File: src/rtl/output_deskewer.sv
// Receive-side deskew for the systolic array: realigns column-staggered outputs into whole rows,
// buffers them in a small FIFO and hands them out over valid/ready with per-matrix done pulses.
module output_deskewer #(
  parameter int unsigned MATRIX_SIZE = 2,
  parameter int unsigned DATA_SIZE   = 32,
  parameter int unsigned FIFO_DEPTH  = 4
) (
  input  logic                                   clk,
  input  logic                                   reset,
  input  logic [MATRIX_SIZE-1:0][DATA_SIZE-1:0]  skewed_in,
  input  logic                                   skewed_valid,
  output logic [MATRIX_SIZE-1:0][DATA_SIZE-1:0]  row_out,
  output logic                                   row_valid,
  input  logic                                   row_ready,
  output logic [$clog2(FIFO_DEPTH):0]            fifo_level,
  output logic                                   matrix_done,
  output logic                                   overflow
);

  localparam int unsigned AddrW  = $clog2(FIFO_DEPTH);
  localparam int unsigned LevelW = AddrW + 1;
  localparam int unsigned CntW   = (MATRIX_SIZE > 1) ? $clog2(MATRIX_SIZE) : 1;

  localparam logic [CntW-1:0]   LastRow   = CntW'(MATRIX_SIZE - 1);
  localparam logic [LevelW-1:0] FullLevel = LevelW'(FIFO_DEPTH);

  typedef logic [MATRIX_SIZE-1:0][DATA_SIZE-1:0] row_t;

  row_t aligned_row;
  logic aligned_valid;

  // Column i arrives i cycles late, so it is held for the remaining MATRIX_SIZE-1-i cycles.
  for (genvar i = 0; i < MATRIX_SIZE; i++) begin : g_col
    localparam int Stages = int'(MATRIX_SIZE) - 1 - i;
    if (Stages == 0) begin : g_pass
      assign aligned_row[i] = skewed_in[i];
    end else begin : g_dly
      logic [DATA_SIZE-1:0] dly_q [Stages];
      always_ff @(posedge clk or negedge reset) begin
        if (!reset) begin
          for (int k = 0; k < Stages; k++) begin
            dly_q[k] <= '0;
          end
        end else begin
          dly_q[0] <= skewed_in[i];
          for (int k = 1; k < Stages; k++) begin
            dly_q[k] <= dly_q[k-1];
          end
        end
      end
      assign aligned_row[i] = dly_q[Stages-1];
    end
  end

  if (MATRIX_SIZE == 1) begin : g_vld_pass
    assign aligned_valid = skewed_valid;
  end else begin : g_vld_pipe
    logic [MATRIX_SIZE-2:0] vld_q;
    always_ff @(posedge clk or negedge reset) begin
      if (!reset) begin
        vld_q <= '0;
      end else begin
        vld_q[0] <= skewed_valid;
        for (int k = 1; k < int'(MATRIX_SIZE) - 1; k++) begin
          vld_q[k] <= vld_q[k-1];
        end
      end
    end
    assign aligned_valid = vld_q[MATRIX_SIZE-2];
  end

  row_t              mem_q [FIFO_DEPTH];
  logic [AddrW-1:0]  wr_ptr_q, wr_ptr_d;
  logic [AddrW-1:0]  rd_ptr_q, rd_ptr_d;
  logic [LevelW-1:0] level_q, level_d;
  logic [CntW-1:0]   row_cnt_q, row_cnt_d;
  logic              done_q, done_d;
  logic              overflow_q, overflow_d;

  logic full, pop, push, drop;

  assign row_valid = (level_q != '0);
  assign full      = (level_q == FullLevel);
  assign pop       = row_valid & row_ready;
  // A pop in the same cycle frees the slot, so a full FIFO still accepts the row.
  assign push      = aligned_valid & (~full | pop);
  assign drop      = aligned_valid & full & ~pop;

  always_ff @(posedge clk) begin
    if (push) begin
      mem_q[wr_ptr_q] <= aligned_row;
    end
  end

  always_comb begin
    wr_ptr_d   = wr_ptr_q + AddrW'(push);
    rd_ptr_d   = rd_ptr_q + AddrW'(pop);
    level_d    = level_q;
    row_cnt_d  = row_cnt_q;
    done_d     = 1'b0;
    overflow_d = overflow_q | drop;

    unique case ({push, pop})
      2'b10:   level_d = level_q + LevelW'(1);
      2'b01:   level_d = level_q - LevelW'(1);
      default: level_d = level_q;
    endcase

    if (pop) begin
      if (row_cnt_q == LastRow) begin
        row_cnt_d = '0;
        done_d    = 1'b1;
      end else begin
        row_cnt_d = row_cnt_q + CntW'(1);
      end
    end
  end

  always_ff @(posedge clk or negedge reset) begin
    if (!reset) begin
      wr_ptr_q   <= '0;
      rd_ptr_q   <= '0;
      level_q    <= '0;
      row_cnt_q  <= '0;
      done_q     <= 1'b0;
      overflow_q <= 1'b0;
    end else begin
      wr_ptr_q   <= wr_ptr_d;
      rd_ptr_q   <= rd_ptr_d;
      level_q    <= level_d;
      row_cnt_q  <= row_cnt_d;
      done_q     <= done_d;
      overflow_q <= overflow_d;
    end
  end

  // Head entry is masked when empty so row_out reads zero out of reset.
  assign row_out     = row_valid ? mem_q[rd_ptr_q] : '0;
  assign fifo_level  = level_q;
  assign matrix_done = done_q;
  assign overflow    = overflow_q;

endmodule

File: config.mk
export PLATFORM = sky130hd
export DESIGN_NAME = output_deskewer
export DESIGN_NICKNAME = d
export VERILOG_FILES = /design/src/rtl/output_deskewer.sv
export SDC_FILE = /design/constraint.sdc
export NUM_CORES = 1
export LEC_CHECK = 0
export BUFFER_PORTS_ARGS = -buffer_cell sky130_fd_sc_hd__buf_2
export CAP_MARGIN = 20
export CORE_MARGIN = 2
export CORE_UTILIZATION = 40
export CTS_CLUSTER_SIZE = 8
export DETAILED_ROUTE_END_ITERATION = 10
export HOLD_SLACK_MARGIN = 0.1
export SYNTH_ARGS = -nofsm -noshare
export SYNTH_HDL_FRONTEND = slang
export SYNTH_SLANG_ARGS = --single-unit
File: constraint.sdc
create_clock -name clk -period 7.3 [get_ports clk]
set_input_delay 0.73 -clock clk [delete_from_list [all_inputs] [get_ports clk]]
set_output_delay 0.73 -clock clk [all_outputs]
set_load 0.005 [all_outputs]
==> summary.md, run 1 <==
| Metric | Value |
|---|---|
| Run status | finished clean |
| Fraction of final layout cells sized beyond drive strength 1 | 37.3% |
| Crit-path slowest cell | sky130_fd_sc_hd__dfrtp_4 |
| Final antenna-violating net count | 0 |
| Destination of the critical timing path | row_out[43] |
| List of most frequent post-synthesis cells | 256 x sky130_fd_sc_hd__edfxtp_1, 65 x sky130_fd_sc_hd__and2_1, 60 x sky130_fd_sc_hd__mux4_2, 43 x sky130_fd_sc_hd__dfrtp_1, 7 x sky130_fd_sc_hd__buf_2 |
| Headroom to the max-slew limit | 29.4% |
| Power density cells | 415 nW/µm² |
| Clock buffers created by TritonCTS | 43 |
| Netlist Area Pre-Place | 11100 µm² |
| Dominant cells by area after synthesis | sky130_fd_sc_hd__edfxtp_1 69%, sky130_fd_sc_hd__mux4_2 12%, sky130_fd_sc_hd__dfrtp_1 9.7%, sky130_fd_sc_hd__and2_1 3.6%, sky130_fd_sc_hd__buf_12 1.1% |
| Layout filler cell count | 2318 |
| Tot GR Track Use | 14.6% |
| Worst skew pair latency | 0.51 ns |
| Cell Rows | 61 |
| Initial antenna violation count | 2 |
| Crit path DAT | 3.00 ns |
| Portion of the post-synthesis area used by sequential elements | 78.6% |
| Minimum clock period after layout | 3.73 ns |
| Number of remaining DRC errors | 0 |
| Leakage | 4.76 nW |
| FFs w/ async S/R, synth | 14.4% |
| Total negative setup slack | 0 ns |
| Fin. Hold Viols | 0 |
| Synthesized netlist net count | 566 |
| Hold_ws | 0.327 ns |
| Delay contributed by the slowest stage of the critical path | 0.81 ns |
| Ordered cell list for the critical path | buf_4 > mux4_1 > and2_1 > buf_2 |
| Cell at the root of the clock tree | sky130_fd_sc_hd__clkbuf_16 |
| Flop-to-flop setup slack | 4.69 ns |
| Core region area | 27600 µm² |
| Resize count post-CTS | 0 |
| Cell taking the most area after synthesis | sky130_fd_sc_hd__edfxtp_1 |
| First-pass GRT wire length | 31.9 mm |
| Pins Over Slew Limit | 0 |
| Clock sink count | 299 |
| Number of nets in the layout | 732 |
| Worst r2r src | fifo_level[1] |
| Initial core utilization | 40.3% |
| Die outline height | 171 µm |
| Buffers inserted during post-CTS setup optimization | 0 |
| Wire per inst | 19.3 µm |
| Count of hold buffers inserted by post-cts repair | 0 |
| Ys flop type | sky130_fd_sc_hd__edfxtp_1 |
| Port-buffer cells | 137 |
| Max-cap violations | 0 |
| Maximum number of buffers from clock root to sink | 3 |
| Clock input transition at the sequential cells of the worst setup and hold paths | 0.05 ns |
| Number of ports placed on the die boundary | 138 |
| Critical register-to-register path endpoint | fifo_level[1] |
| Pin count of the biggest net entering global routing | 68 |
| WP data required | 6.57 ns |
| Initial detailed-routing violation count | 296 |
| Number of setup violations in the final report | 0 |
| Least-Margin Pin Slew | 1.06 ns |
| Number of detailed-route iterations in the first pass | 4 |
| Avg Vias per Cell | 4.81 |
| HPWL Detailed | 11.5 mm |
| Count of buffering cells on the critical path with inverters included | 2 |
| Number of levels in the clock H-tree | 2 |
| Most numerous cell in the Yosys netlist | sky130_fd_sc_hd__edfxtp_1 |
| TritonCTS clock tree | done |
| Final GP Congestion | 0.699 |
| DIE AREA | 29200 µm² |
| Worst reg2reg path depth | 7 |
| Largest driver fanout on the critical path | 37 |
| Syn Inst Count | 495 |
| #FFs+latches synth | 299 |
| Vias in the first global route | 5688 |
| Die W | 171 µm |
| Number of enable-type register cells in the synthesized netlist | 256 |
| Fraction of the cycle the final worst path needs | 51.1% |
| Crit Path Category | reg2out |
| Startpoint type of the worst setup path | register |
| Share of the synthesized area in the top cell type | 69.0% |
| Critical Path End Type | primary output |
| Area overhead of the layout relative to synthesis | 20.5% |
| Max rail drop VDD | 268 µV |
| Critical path origin | rd_ptr_q[0] |
| Via count | 5168 |
| Crit path max-delay family | flip-flops |
| Warnings, synthesis | 0 |
| Cell count along the critical path | 4 |
| Maximum clock frequency | 0.268 GHz |
| Synthesized area per cell | 22.5 µm² |
| Wire length reported by the detailed router | 20.8 mm |
| Number of different library cells in the post-synthesis netlist | 36 |
| Tightest Hold Check Type | in2reg |
| RSZ-0062 raised after global routing | no |
| Global route total overflow | 0 |
| Skew final | 0.0178 ns |
## worst min-delay path by stage
| stage | from | end | slack [ns] | depth (start not counted) |
|---|---|---|---|---|
| after floorplan | reset | aligned_valid | 0.43 | 0 |
| after global routing | skewed_in[12] | g_col[0].g_dly.dly_q[12] | 0.30 | 1 |
| final | skewed_valid | aligned_valid | 0.33 | 1 |
| after global placement | overflow | overflow | 0.44 | 1 |
| after CTS | skewed_in[2] | g_col[0].g_dly.dly_q[2] | 0.30 | 1 |
| after detailed placement | overflow | overflow | 0.45 | 1 |
## final cells by class
class | count | area, µm² | share of cell area [%]
antenna | 2 | 5.00 | 0.0373
clock buffer | 77 | 1250 | 9.28
clock inverter | 1 | 7.51 | 0.0559
inverter | 4 | 15.0 | 0.112
multi-input combinational | 168 | 2170 | 16.2
sequential | 299 | 8770 | 65.3
tap | 378 | 473 | 3.52
timing repair buffer | 145 | 746 | 5.55
## cell families after synthesis
family / after synthesis / synth area share [%]
flip-flops: 299 / 78.6
AND/OR/NAND/NOR: 87 / 4.85
multiplexers: 65 / 13.2
buffers and inverters: 28 / 2.08
AO/OA/AOI/OAI: 10 / 0.640
XOR/XNOR: 3 / 0.236
adder cells (fa/ha/maj): 3 / 0.404
## per-stage QoR
stage                     util, %  setup WS, ns  area (µm²)  instances  power [mW]
final                        48.6          3.57       13400       1074        5.58
after global placement       44.1          3.96       12200        994        3.83
after floorplan                 -          1.04       11100        495        3.38
after detailed placement     44.1          3.96       12200        994        3.87
after CTS                    48.6          3.41       13400       1072        5.69
after global routing         48.6          3.29       13400       1073        5.88
## layout by cell type (no fill, tap or decap), types with 3 or more instances in the layout
cell                        Yosys  routed
sky130_fd_sc_hd__buf_2          7     137
sky130_fd_sc_hd__clkbuf_16      0      45
sky130_fd_sc_hd__buf_4          0       8
sky130_fd_sc_hd__mux4_2        60      60
sky130_fd_sc_hd__and2_1        65      65
sky130_fd_sc_hd__xor2_1         3       3
sky130_fd_sc_hd__clkbuf_1       4      32
sky130_fd_sc_hd__inv_1          4       4
sky130_fd_sc_hd__mux4_1         4       4
sky130_fd_sc_hd__nand2b_1       3       3
sky130_fd_sc_hd__edfxtp_1     256     256
sky130_fd_sc_hd__nor2_1         4       4
sky130_fd_sc_hd__dfrtp_1       43      41
## sequential cells by signal (all words and copies together) (netlist names)
name / flops
aligned_valid: 1
fifo_level: 3
g_col.g_dly.dly_q: 32
matrix_done: 1
mem_q: 256
overflow: 1
rd_ptr_q: 2
row_cnt_q: 1
wr_ptr_q: 2
## power by group
| group | total, mW | switching, mW | internal [mW] |
|---|---|---|---|
| clock network | 1.79 | 0.652 | 1.14 |
| logic | 1.36 | 0.613 | 0.744 |
| registers | 2.43 | 0.219 | 2.21 |
| total | 5.58 | 1.48 | 4.09 |
## layer usage
metal  part of all wire, %  vias to the layer above  wire length [µm]  GRT usage [%]
met1                    41                     2666              8510           18.2
li1                      -                     2330                 -              -
met4                   1.8                        0               367           4.50
met5                     0                        -                 0              0
met3                   5.5                       39              1150           3.47
met2                    52                      133             10700           25.6
Power figures use the tool's default switching activity.
==> inputs of run 2 (changes only) <==
Clock period 7.3 ns to 3.9 ns, I/O delays scaled along.
==> summary.md, run 2 (synthesis gave the netlist of run 1 again) <==
| Metric | Value |
|---|---|
| Resize count post-CTS | 0 |
| Number of remaining DRC errors | 0 |
| Pin count of the biggest net entering global routing | 68 |
| Clock sink count | 299 |
| Number of nets in the layout | 797 |
| Crit-path slowest cell | sky130_fd_sc_hd__dfrtp_4 |
| Maximum number of buffers from clock root to sink | 3 |
| Most common cell after layout, fill and taps aside | sky130_fd_sc_hd__edfxtp_1 |
| Cell at the root of the clock tree | sky130_fd_sc_hd__clkbuf_16 |
| Crit Path Category | reg2out |
| Area of placed instances | 12200 µm² |
| Power share of the sequential group | 43.1% |
| Worst skew pair latency | 0.52 ns |
| Antenna cell count | 0 |
| Max-cap violations | 0 |
| First-pass GRT wire length | 33.6 mm |
| Ordered cell list for the critical path | buf_4 > mux4_1 > and2_1 > buf_2 |
| Startpoint type of the worst setup path | register |
| Crit path DAT | 2.51 ns |
| Run status | finished clean |
| HPWL Detailed | 11.6 mm |
| RSZ-0062 raised after global routing | no |
| Hold_ws | 0.121 ns |
| Tot GR Track Use | 15.3% |
| Tightest Hold Check Type | in2reg |
| Detail Route met3 WL | 996 µm |
| Global route total overflow | 0 |
| Design internal power | 7.66 mW |
| Headroom to the max-slew limit | 31.1% |
| Number of ports placed on the die boundary | 138 |
| Buffers inserted during post-CTS setup optimization | 0 |
| Power density cells | 748 nW/µm² |
| Delay contributed by the slowest stage of the critical path | 0.73 ns |
| Die outline height | 171 µm |
| Commonest non-fill, non-tap cells in the layout | 256 x sky130_fd_sc_hd__edfxtp_1, 137 x sky130_fd_sc_hd__buf_2, 65 x sky130_fd_sc_hd__and2_1 |
| Met2 routed wirelength | 10.7 mm |
| Die W | 171 µm |
| Number of levels in the clock H-tree | 2 |
| Largest driver fanout on the critical path | 22 |
| Max layer used | met4 |
| Fraction of the cycle the final worst path needs | 74.2% |
| Number of setup violations in the final report | 0 |
| Relative contribution of the clock network to total power | 31.6% |
| Vias in the first global route | 5956 |
| Port-buffer cells | 137 |
| Wire per inst | 19.0 µm |
| Total negative setup slack | 0 ns |
| Minimum clock period after layout | 2.90 ns |
| Leakage | 5.03 nW |
| Fin. Hold Viols | 0 |
| TritonCTS clock tree | done |
| Count of hold buffers inserted by post-cts repair | 64 |
| Max reg flops | 256 |
| Fraction of final layout cells sized beyond drive strength 1 | 34.3% |
| Initial core utilization | 40.3% |
| Clock input transition at the sequential cells of the worst setup and hold paths | 0.05 ns |
| Pins Over Slew Limit | 0 |
| Routed length on met1 | 9.50 mm |
| Area overhead of the layout relative to synthesis | 26.2% |
| Share of power burned in combinational logic | 25.3% |
| Switching component of the power | 2.86 mW |
| Least-Margin Pin Slew | 1.03 ns |
| Max rail drop VDD | 487 µV |
| Final GP Congestion | 0.785 |
| Critical Path End Type | primary output |
| Wire length reported by the detailed router | 21.6 mm |
| Top register by number of flip-flops | mem_q |
| Via count | 5551 |
| Maximum clock frequency | 0.345 GHz |
| Skew final | 0.0129 ns |
| Final antenna-violating net count | 0 |
| DIE AREA | 29200 µm² |
| Cell Rows | 61 |
| Clock buffers created by TritonCTS | 43 |
| Number of detailed-route iterations in the first pass | 5 |
| Core region area | 27600 µm² |
| Finished layout cell area | 14100 µm² |
| Avg Vias per Cell | 4.87 |
| Net switching share of the total power | 27.1% |
| WP data required | 3.51 ns |
| Initial antenna violation count | 0 |
| Initial detailed-routing violation count | 305 |
run 2: per-layer routing:
metal / vias up / GRT usage, %
met5: - / 0
met4: 0 / 4.31
met3: 42 / 3.24
met2: 163 / 25.6
met1: 2886 / 20.4
li1: 2460 / -
run 2: metrics by stage:
step	std cells	worst slack [ns]	power, mW	util (%)
finish	1139	1.00	10.5	50.9
global route	1139	0.816	11.1	50.9
CTS	1139	0.906	10.7	50.9
detailed placement	995	1.18	7.31	44.1
global placement	995	1.24	7.24	44.1
floorplan	495	-2.19	6.33	-
run 2: critical path, delay by kind of cell (launching register included):
kind                   cells  cell delay (ns)
multiplexers               1             0.58
AND/OR/NAND/NOR            1             0.17
buffers and inverters      2             0.49
flip-flops                 1             0.73
run 2: layout make-up:
cell class	count	area, µm²
clock buffers	76	1200
well taps	378	473
clock inverters	4	33.8
fillers	2285	13600
multi-input cells	168	2170
repair buffers	210	1410
inverters	4	15.0
flip-flops and latches	299	8770
run 2: final timing paths:
kind                                     from                        to  slack, ns  cells past startpoint
worst max-delay path              rd_ptr_q[0]               row_out[43]       1.00                      4
worst max register to register  fifo_level[1]             fifo_level[1]       1.09                      7
min in group asynchronous               reset  g_col[0].g_dly.dly_q[20]       0.53                      3
max in group asynchronous               reset               rd_ptr_q[1]       2.85                      3
worst min-delay path            skewed_in[41]              mem_q[2][41]       0.12                      1
worst min register to register      row_cnt_q                 row_cnt_q       0.46                      1
run 2: power by group through the flow:
stage	clock, mW	sequential (mW)	combinational, mW
detailed placement	0	4.61	2.69
finish	3.32	4.54	2.66
CTS	3.41	4.56	2.75
global route	3.56	4.61	2.94
global placement	0	4.56	2.68
floorplan	0	4.37	1.96
